**config.mk**
```make
export PLATFORM = sky130hd
export DESIGN_NAME = imm_extend_pipe_flat
export DESIGN_NICKNAME = d
export VERILOG_FILES = /design/src/rtl/imm_ext_pkg.sv /design/src/rtl/imm_extend_pipe_if.sv /design/src/rtl/imm_ext_core.sv /design/src/rtl/imm_extend_pipe.sv /design/src/flat_wrapper.sv
export SDC_FILE = /design/constraint.sdc
export NUM_CORES = 1
export LEC_CHECK = 0
export ABC_AREA = 1
export BUFFER_PORTS_ARGS = -buffer_cell sky130_fd_sc_hd__clkbuf_2
export CAP_MARGIN = 0
export CORE_UTILIZATION = 35
export CTS_BUF_LIST = sky130_fd_sc_hd__clkbuf_16
export CTS_CLUSTER_SIZE = 25
export DETAILED_ROUTE_END_ITERATION = 10
export PLACE_DENSITY = 0.64
export SLEW_MARGIN = 20
export SYNTH_ARGS = -nofsm -noshare
export SYNTH_HDL_FRONTEND = slang
export SYNTH_SLANG_ARGS = --single-unit
```
**constraint.sdc**
```tcl
create_clock -name clock -period 1.15 [get_ports clock]
set_input_delay 0.23 -clock clock [delete_from_list [all_inputs] [get_ports clock]]
set_output_delay 0.23 -clock clock [all_outputs]
set_load 0.01 [all_outputs]
```
**src/rtl/imm_ext_pkg.sv**
```systemverilog
// Shared definitions for the immediate extender: mode encoding and its width.
package imm_ext_pkg;

    localparam int unsigned MODE_W = 2;

    typedef enum logic [MODE_W-1:0] {
        IMM_ZERO   = 2'd0,
        IMM_SIGN   = 2'd1,
        IMM_UPPER  = 2'd2,
        IMM_BRANCH = 2'd3
    } imm_mode_e;

endpackage

```
**src/rtl/imm_extend_pipe_if.sv**
```systemverilog
// Valid/ready bus for the immediate extender: input channel plus result channel.
interface imm_extend_pipe_if
    import imm_ext_pkg::*;
#(
    parameter int unsigned IN_W  = 17,
    parameter int unsigned OUT_W = 32,
    parameter int unsigned TAG_W = 5
);

    logic              in_valid;
    logic              in_ready;
    logic [IN_W-1:0]   in_imm;
    logic [MODE_W-1:0] in_mode;
    logic [TAG_W-1:0]  in_tag;
    logic              out_valid;
    logic              out_ready;
    logic [OUT_W-1:0]  out_data;
    logic [TAG_W-1:0]  out_tag;
    logic [MODE_W-1:0] out_mode;

    modport master (
        output in_valid, in_imm, in_mode, in_tag, out_ready,
        input  in_ready, out_valid, out_data, out_tag, out_mode
    );

    modport slave (
        input  in_valid, in_imm, in_mode, in_tag, out_ready,
        output in_ready, out_valid, out_data, out_tag, out_mode
    );

endinterface

```
**src/rtl/imm_ext_core.sv**
```systemverilog
// Combinational immediate widening by mode: zero, sign, upper placement, shifted sign.
module imm_ext_core
    import imm_ext_pkg::*;
#(
    parameter int unsigned IN_W     = 17,
    parameter int unsigned OUT_W    = 32,
    parameter int unsigned BR_SHIFT = 2
) (
    input  logic [IN_W-1:0]   imm,
    input  logic [MODE_W-1:0] mode,
    output logic [OUT_W-1:0]  result_c
);

    localparam int unsigned PAD_W = OUT_W - IN_W;

    logic [OUT_W-1:0] sign_c;

    assign sign_c = {{PAD_W{imm[IN_W-1]}}, imm};

    always_comb begin
        result_c = '0;
        case (imm_mode_e'(mode))
            IMM_ZERO:   result_c = OUT_W'(imm);
            IMM_SIGN:   result_c = sign_c;
            IMM_UPPER:  result_c = {imm, {PAD_W{1'b0}}};
            IMM_BRANCH: result_c = sign_c << BR_SHIFT;
        endcase
    end

endmodule

```
**src/rtl/imm_extend_pipe.sv**
```systemverilog
// Pipelined immediate extender with output register; define IMM_EXT_SKID_EN for a
// one-entry skid buffer that makes in_ready a registered signal.
module imm_extend_pipe
    import imm_ext_pkg::*;
#(
    parameter int unsigned IN_W     = 17,
    parameter int unsigned OUT_W    = 32,
    parameter int unsigned TAG_W    = 5,
    parameter int unsigned BR_SHIFT = 2
) (
    input  logic             clock,
    input  logic             reset_n,
    imm_extend_pipe_if.slave bus
);

    if (IN_W < 2 || IN_W >= OUT_W || TAG_W < 1 || BR_SHIFT > OUT_W - IN_W) begin : g_bad_params
        $error("imm_extend_pipe: illegal IN_W/OUT_W/TAG_W/BR_SHIFT combination");
    end

    logic [OUT_W-1:0]  ext_c;
    logic              out_valid_q;
    logic [OUT_W-1:0]  out_data_q;
    logic [TAG_W-1:0]  out_tag_q;
    logic [MODE_W-1:0] out_mode_q;
    logic              out_free_c;
    logic              push_c;

    imm_ext_core #(
        .IN_W     (IN_W),
        .OUT_W    (OUT_W),
        .BR_SHIFT (BR_SHIFT)
    ) u_core (
        .imm      (bus.in_imm),
        .mode     (bus.in_mode),
        .result_c (ext_c)
    );

    assign out_free_c    = !out_valid_q || bus.out_ready;
    assign push_c        = bus.in_valid && bus.in_ready;
    assign bus.out_valid = out_valid_q;
    assign bus.out_data  = out_data_q;
    assign bus.out_tag   = out_tag_q;
    assign bus.out_mode  = out_mode_q;

`ifdef IMM_EXT_SKID_EN
    logic              skid_valid_q;
    logic              skid_valid_d;
    logic [OUT_W-1:0]  skid_data_q;
    logic [TAG_W-1:0]  skid_tag_q;
    logic [MODE_W-1:0] skid_mode_q;
    logic              in_ready_q;

    // in_ready is the registered "skid empty" flag; reset_n only forces it low.
    assign bus.in_ready = reset_n && in_ready_q;

    always_comb begin
        skid_valid_d = skid_valid_q;
        if (out_free_c && skid_valid_q) begin
            skid_valid_d = 1'b0;
        end else if (!out_free_c && push_c) begin
            skid_valid_d = 1'b1;
        end
    end

    always_ff @(posedge clock) begin
        if (!reset_n) begin
            out_valid_q  <= 1'b0;
            out_data_q   <= '0;
            out_tag_q    <= '0;
            out_mode_q   <= '0;
            skid_valid_q <= 1'b0;
            in_ready_q   <= 1'b0;
        end else begin
            skid_valid_q <= skid_valid_d;
            in_ready_q   <= !skid_valid_d;
            if (out_free_c) begin
                // Skid drains first so acceptance order is preserved.
                if (skid_valid_q) begin
                    out_valid_q <= 1'b1;
                    out_data_q  <= skid_data_q;
                    out_tag_q   <= skid_tag_q;
                    out_mode_q  <= skid_mode_q;
                end else if (push_c) begin
                    out_valid_q <= 1'b1;
                    out_data_q  <= ext_c;
                    out_tag_q   <= bus.in_tag;
                    out_mode_q  <= bus.in_mode;
                end else begin
                    out_valid_q <= 1'b0;
                end
            end else if (push_c) begin
                skid_data_q <= ext_c;
                skid_tag_q  <= bus.in_tag;
                skid_mode_q <= bus.in_mode;
            end
        end
    end
`else
    logic live_q;

    // live_q keeps in_ready low until the first clock after reset release.
    assign bus.in_ready = reset_n && live_q && out_free_c;

    always_ff @(posedge clock) begin
        if (!reset_n) begin
            live_q      <= 1'b0;
            out_valid_q <= 1'b0;
            out_data_q  <= '0;
            out_tag_q   <= '0;
            out_mode_q  <= '0;
        end else begin
            live_q <= 1'b1;
            if (out_free_c) begin
                if (push_c) begin
                    out_valid_q <= 1'b1;
                    out_data_q  <= ext_c;
                    out_tag_q   <= bus.in_tag;
                    out_mode_q  <= bus.in_mode;
                end else begin
                    out_valid_q <= 1'b0;
                end
            end
        end
    end
`endif

endmodule
```
**src/flat_wrapper.sv**
```systemverilog
// flat-port wrapper written by rule: the top's interface ports become plain ports
module imm_extend_pipe_flat import imm_ext_pkg::*;
#(
    parameter int unsigned IN_W     = 17,
    parameter int unsigned OUT_W    = 32,
    parameter int unsigned TAG_W    = 5,
    parameter int unsigned BR_SHIFT = 2
)
  (clock, reset_n, bus_in_valid, bus_in_imm, bus_in_mode, bus_in_tag, bus_out_ready, bus_in_ready, bus_out_valid, bus_out_data, bus_out_tag, bus_out_mode);
  imm_extend_pipe_if #(.IN_W(IN_W), .OUT_W(OUT_W), .TAG_W(TAG_W)) bus_i ();
  input  logic clock;
  input  logic reset_n;
  input wire logic [$bits(bus_i.in_valid)-1:0] bus_in_valid;
  input wire logic [$bits(bus_i.in_imm)-1:0] bus_in_imm;
  input wire logic [$bits(bus_i.in_mode)-1:0] bus_in_mode;
  input wire logic [$bits(bus_i.in_tag)-1:0] bus_in_tag;
  input wire logic [$bits(bus_i.out_ready)-1:0] bus_out_ready;
  output wire logic [$bits(bus_i.in_ready)-1:0] bus_in_ready;
  output wire logic [$bits(bus_i.out_valid)-1:0] bus_out_valid;
  output wire logic [$bits(bus_i.out_data)-1:0] bus_out_data;
  output wire logic [$bits(bus_i.out_tag)-1:0] bus_out_tag;
  output wire logic [$bits(bus_i.out_mode)-1:0] bus_out_mode;
  assign bus_i.in_valid = bus_in_valid;
  assign bus_i.in_imm = bus_in_imm;
  assign bus_i.in_mode = bus_in_mode;
  assign bus_i.in_tag = bus_in_tag;
  assign bus_i.out_ready = bus_out_ready;
  assign bus_in_ready = bus_i.in_ready;
  assign bus_out_valid = bus_i.out_valid;
  assign bus_out_data = bus_i.out_data;
  assign bus_out_tag = bus_i.out_tag;
  assign bus_out_mode = bus_i.out_mode;
  imm_extend_pipe #(.IN_W(IN_W), .OUT_W(OUT_W), .TAG_W(TAG_W), .BR_SHIFT(BR_SHIFT)) u_core (.clock(clock), .reset_n(reset_n), .bus(bus_i));
endmodule
```
Word-level counts from Yosys, hierarchy flattened
Index checks and enable logic that the tools add are counted.
- flip-flop bits (word level): 41
- bits of input ports: 28
- output and inout port bits: 41
- logic and storage cells: 18
- eq/ne operators: 3
- muxes and demuxes: 3
- reduce and logical (&&, ||, !) cells: 7
- operators by type and width (kind ; count):
    $pmux 32 s4 ; 1
    $eq 2x2->1 const B ; 2
    $logic_and 1x1->1 ; 3
    $eq 2x1->1 const B ; 1
    $logic_not 2->1 ; 1
    $mux 1 ; 2
    $reduce_and 2->1 ; 1
    $logic_not 1->1 ; 1
    $logic_or 1x1->1 ; 1

Logic depth before layout (Yosys ltp)
- word-level depth: 5
- depth in mapped cells: 8
- mapped depth without buffers: 6

Hierarchy
A second synthesis with hierarchy kept.
- cells, all modules: 425
- area, all modules: 2542.4 um^2
- modules (own cells, without submodules) (module ; times used ; cells each ; area an instance (um^2) ; sequential area each (um^2)):
    imm_extend_pipe ; 1 ; 344 ; 2090.8 ; 820.8
    imm_ext_core ; 1 ; 81 ; 451.7 ; 0.0

Worst setup path after synthesis
OpenSTA, ideal clock, no wires.
- kind: input to register
- start: input reset_n
- end: register u_core.out_data_q[10], in the netlist u_core.bus.out_data[10]
- setup time: 113 ps
- data arrival time: 930 ps
- data required time: 1037 ps
- slack: 107 ps
- stages on the path: 8
- buffers on the path: 3
- cells stage by stage: buf_2 -> nand2_1 -> inv_2 -> nand3_4 -> buf_6 -> buf_6 -> nor2_1 -> nor2_1
- word-level cells in the longest chain between the ends: 4
- RTL lines (what ; RTL line ; RTL):
    start: declaration ; flat_wrapper.sv:12 ; input logic reset_n;
    $logic_and 1x1->1 (2 in series) ; imm_extend_pipe.sv:102 ; assign bus.in_ready = reset_n && live_q && out_free_c;
    $logic_and 1x1->1 ; imm_extend_pipe.sv:39 ; assign push_c = bus.in_valid && bus.in_ready;
    $reduce_and 2->1 (no line) ; n/a ;
    end signal: assignment ; imm_extend_pipe.sv:116 ; out_data_q <= ext_c;
    end: declaration ; imm_extend_pipe.sv:22 ; logic [OUT_W-1:0] out_data_q;
Parallel ways exist; a longest one is shown, timed or not.
A chain may end at the register's enable or synchronous reset.

Worst setup path in the final report
- start: register u_core.live_q
- end: output bus_in_ready
- word-level cells in the longest chain between the ends: 2
- RTL lines (what ; RTL line ; RTL):
    start: declaration ; imm_extend_pipe.sv:99 ; logic live_q;
    start signal: assignment ; imm_extend_pipe.sv:106 ; live_q <= 1'b0;
    start signal: assignment ; imm_extend_pipe.sv:112 ; live_q <= 1'b1;
    $logic_and 1x1->1 (2 in series) ; imm_extend_pipe.sv:102 ;
    end: declaration ; flat_wrapper.sv:18 ; output wire logic [$bits(bus_i.in_ready)-1:0] bus_in_ready;
Every way passes these cells.

==> results.md <==
* Root Buffer: clkbuf_16
* Crit path max-delay family: flip-flops
* WL/cell at 10.7 um
* CP max FO at 2
* Register area share after synthesis at 0.396
* Die Y at 79.0 um
* Sw power at 0.891 mW
* I/O pin total at 69
* Syn_nets at 378
* GPL Wtd Cong at 0.789
* Clock tree from TritonCTS: yes
* Int Power at 2.50 mW
* Critical-path top delay cell: dfxtp_2
* Number of remaining DRC errors at 0
* TritonCTS Buffers at 5
* Seq cells post-synth at 41
* Pins Over Slew Limit at 0
* Setup CP Type: reg -> out
* Die ar. at 6240 um2
* Ant. Diodes at 0
* Post-Synthesis Cell Area at 2070 um2
* Worst slew margin at 0.707
* Combinational power share at 0.167
* Via/cell ratio at 4.27
* Syn Area/Cell at 5.92 um2
* Die width at 79.0 um
* Iter 0 DRT Violations at 97
* Least-Margin Pin Slew at 0.439 ns
* Met1 Usage GRT at 0.219
* Yosys top cell area share at 0.396
* Crit end category: primary output
* Final worst-path cycle share at 0.964
* Post-DP HPWL at 3470 um
* Lkg Pwr at 1.61 nW
* Nets at 442
* Sum Neg Setup Slack at 0 ns
* Largest net degree at the start of global routing at 42
* WP data required at 0.92 ns
* VDD IR max at 0.572 mV
* Gr ovfl total at 0
* Max incr delay on CP at 0.32 ns
* Vias in the first global route at 1,786
* Endpoints failing hold at 0
* Fraction of final layout cells sized beyond drive strength 1 at 0.239
* Worst-path cell chain: nand2_2 -> a21oi_2 -> buf_2
* Outcome: complete, no violations
* Area leader, netlist: dfxtp_1
* Top cells by area, synth: dfxtp_1 (40%), nand2_1 (25%), nor2_1 (14%)
* DRT Pass-1 Iters at 4
* Synth warn at 0
* Endpoints failing setup at 0
* GR met3 Demand/Resource at 0.0437
* Mapped Cells at 350
* Vias at 2,076
* CTS sink cnt at 41
* Worst Path Arrival at 0.88 ns
* Fin cells at 486
* Core Rows at 27
* Pwr/cell area at 1260 nW/um2
* Startpoint types: flop
* CTS max path bufs at 2
* Sw Ratio at 0.263
* CTS Hold Bufs at 0
* Clock period minus worst slack at 1.11 ns
* Worst skew pair latency at 0.28 ns
* DRT Wirelength at 5190 um
* Fmax at 902 MHz
* CORE AREA at 5610 um2
* Min-delay worst type: in -> reg
* Clock power frac at 0.379
* First-pass GRT wire length at 8090 um
* Netlist cell types at 14
* Clock Pin Slew Worst Setup and Hold Paths at 0.06 ns
* Placed cells at 477
* Initial core utilization at 0.370
* Post-CTS Setup Bufs at 0
* Area Growth Syn to Fin at 29.3%
* Clk_skew at 0.00343 ns
* Initial antenna violation count at 0
* # Max-Cap Violations at 0
* Seq pwr share at 0.454
* Htree depth at 2
* Worst Path Buf+Inv at 1
* Met2 Usage GRT at 0.255
* GRT busiest layer: met2
* ANT nets after route at 0
* Overall Power at 3.39 mW
* Port Buffers at 68
* GRT Total Usage at 0.164
==> state kept, by name, indices dropped and copies added (netlist names) <==
register              count
u_core.bus.out_tag        5
u_core.live_q             1
u_core.bus.out_mode       2
u_core.bus.out_data      32
u_core.bus.out_valid      1
==> cells in the mapped netlist (all sizes together) <==
master and number:
a21oi 1, buf 16, clkbuf 4, dfxtp 41
inv 45, nand2 137, nand3 23, nor2 81
o21ai 2
==> final cells by class <==
type / instances / area [um2]
Fill cell: 596 / 2930
Multi-Input combinational cell: 244 / 997
Sequential cell: 41 / 823
Timing Repair Buffer: 77 / 468
Inverter: 45 / 169
Clock buffer: 5 / 125
Tap cell: 72 / 90.1
Clock inverter: 2 / 7.51
==> power groups by stage <==
stage               combinational [mW]  sequential, mW  clock [mW]
finish                           0.565            1.54        1.29
global route                     0.646            1.55        1.39
CTS                              0.542            1.54        1.33
detailed placement               0.537            1.57           0
global placement                 0.532            1.57           0
floorplan                        0.305            1.60           0
==> what timing repair did <==
action	CTS	global route
resized for setup	2	12
pin swaps	0	1
cloned	0	2
setup endpoints to repair	1	39
endpoints found under the hold margin	0	0
==> layer usage <==
layer | routed length [um] | up-vias
met5 | 0 | -
met3 | 287 | 2
met4 | 40 | 0
met1 | 2560 | 872
li1 | - | 1149
met2 | 2300 | 53
==> final timing paths <==
check / startpoint / end / slack [ns] / cells past startpoint
min: bus_in_tag[2] / u_core.bus.out_tag[2] / 0.17 / 3
min reg2reg: u_core.bus.out_valid / u_core.bus.out_valid / 0.50 / 2
max: u_core.live_q / bus_in_ready / 0.04 / 3
max reg2reg: u_core.live_q / u_core.bus.out_data[16] / 0.06 / 6
==> cell families after synthesis <==
group / count (synthesis) / synth area share
buf+inv: 65 / 0.137
simple gates: 241 / 0.460
flops: 41 / 0.396
compound gates: 3 / 0.00724
==> worst min-delay path, cell delays in order <==
cell and delay [ns]:
clkbuf_2 0.08, nor2_1 0.03, nor2_1 0.08
==> placed cells by master, fill, tap and decap left out, drive strengths merged <==
cell type  instances
nand2            137
dfxtp             41
clkbuf            74
buf                8
clkinv             1
nand3             23
nor2              81
a21oi              1
o21ai              2
inv               46
==> per-stage QoR <==
step                      area [um2]   util  hold WS [ns]  worst slack, ns
after floorplan                 2070      -         0.258            0.107
after global placement          2470  0.440         0.454           0.0315
after detailed placement        2470  0.440         0.468         0.000875
after CTS                       2610  0.465         0.170           0.0200
after global routing            2680  0.478         0.186          -0.0247
final                           2680  0.478         0.172           0.0413
Power figures use the tool's default switching activity.
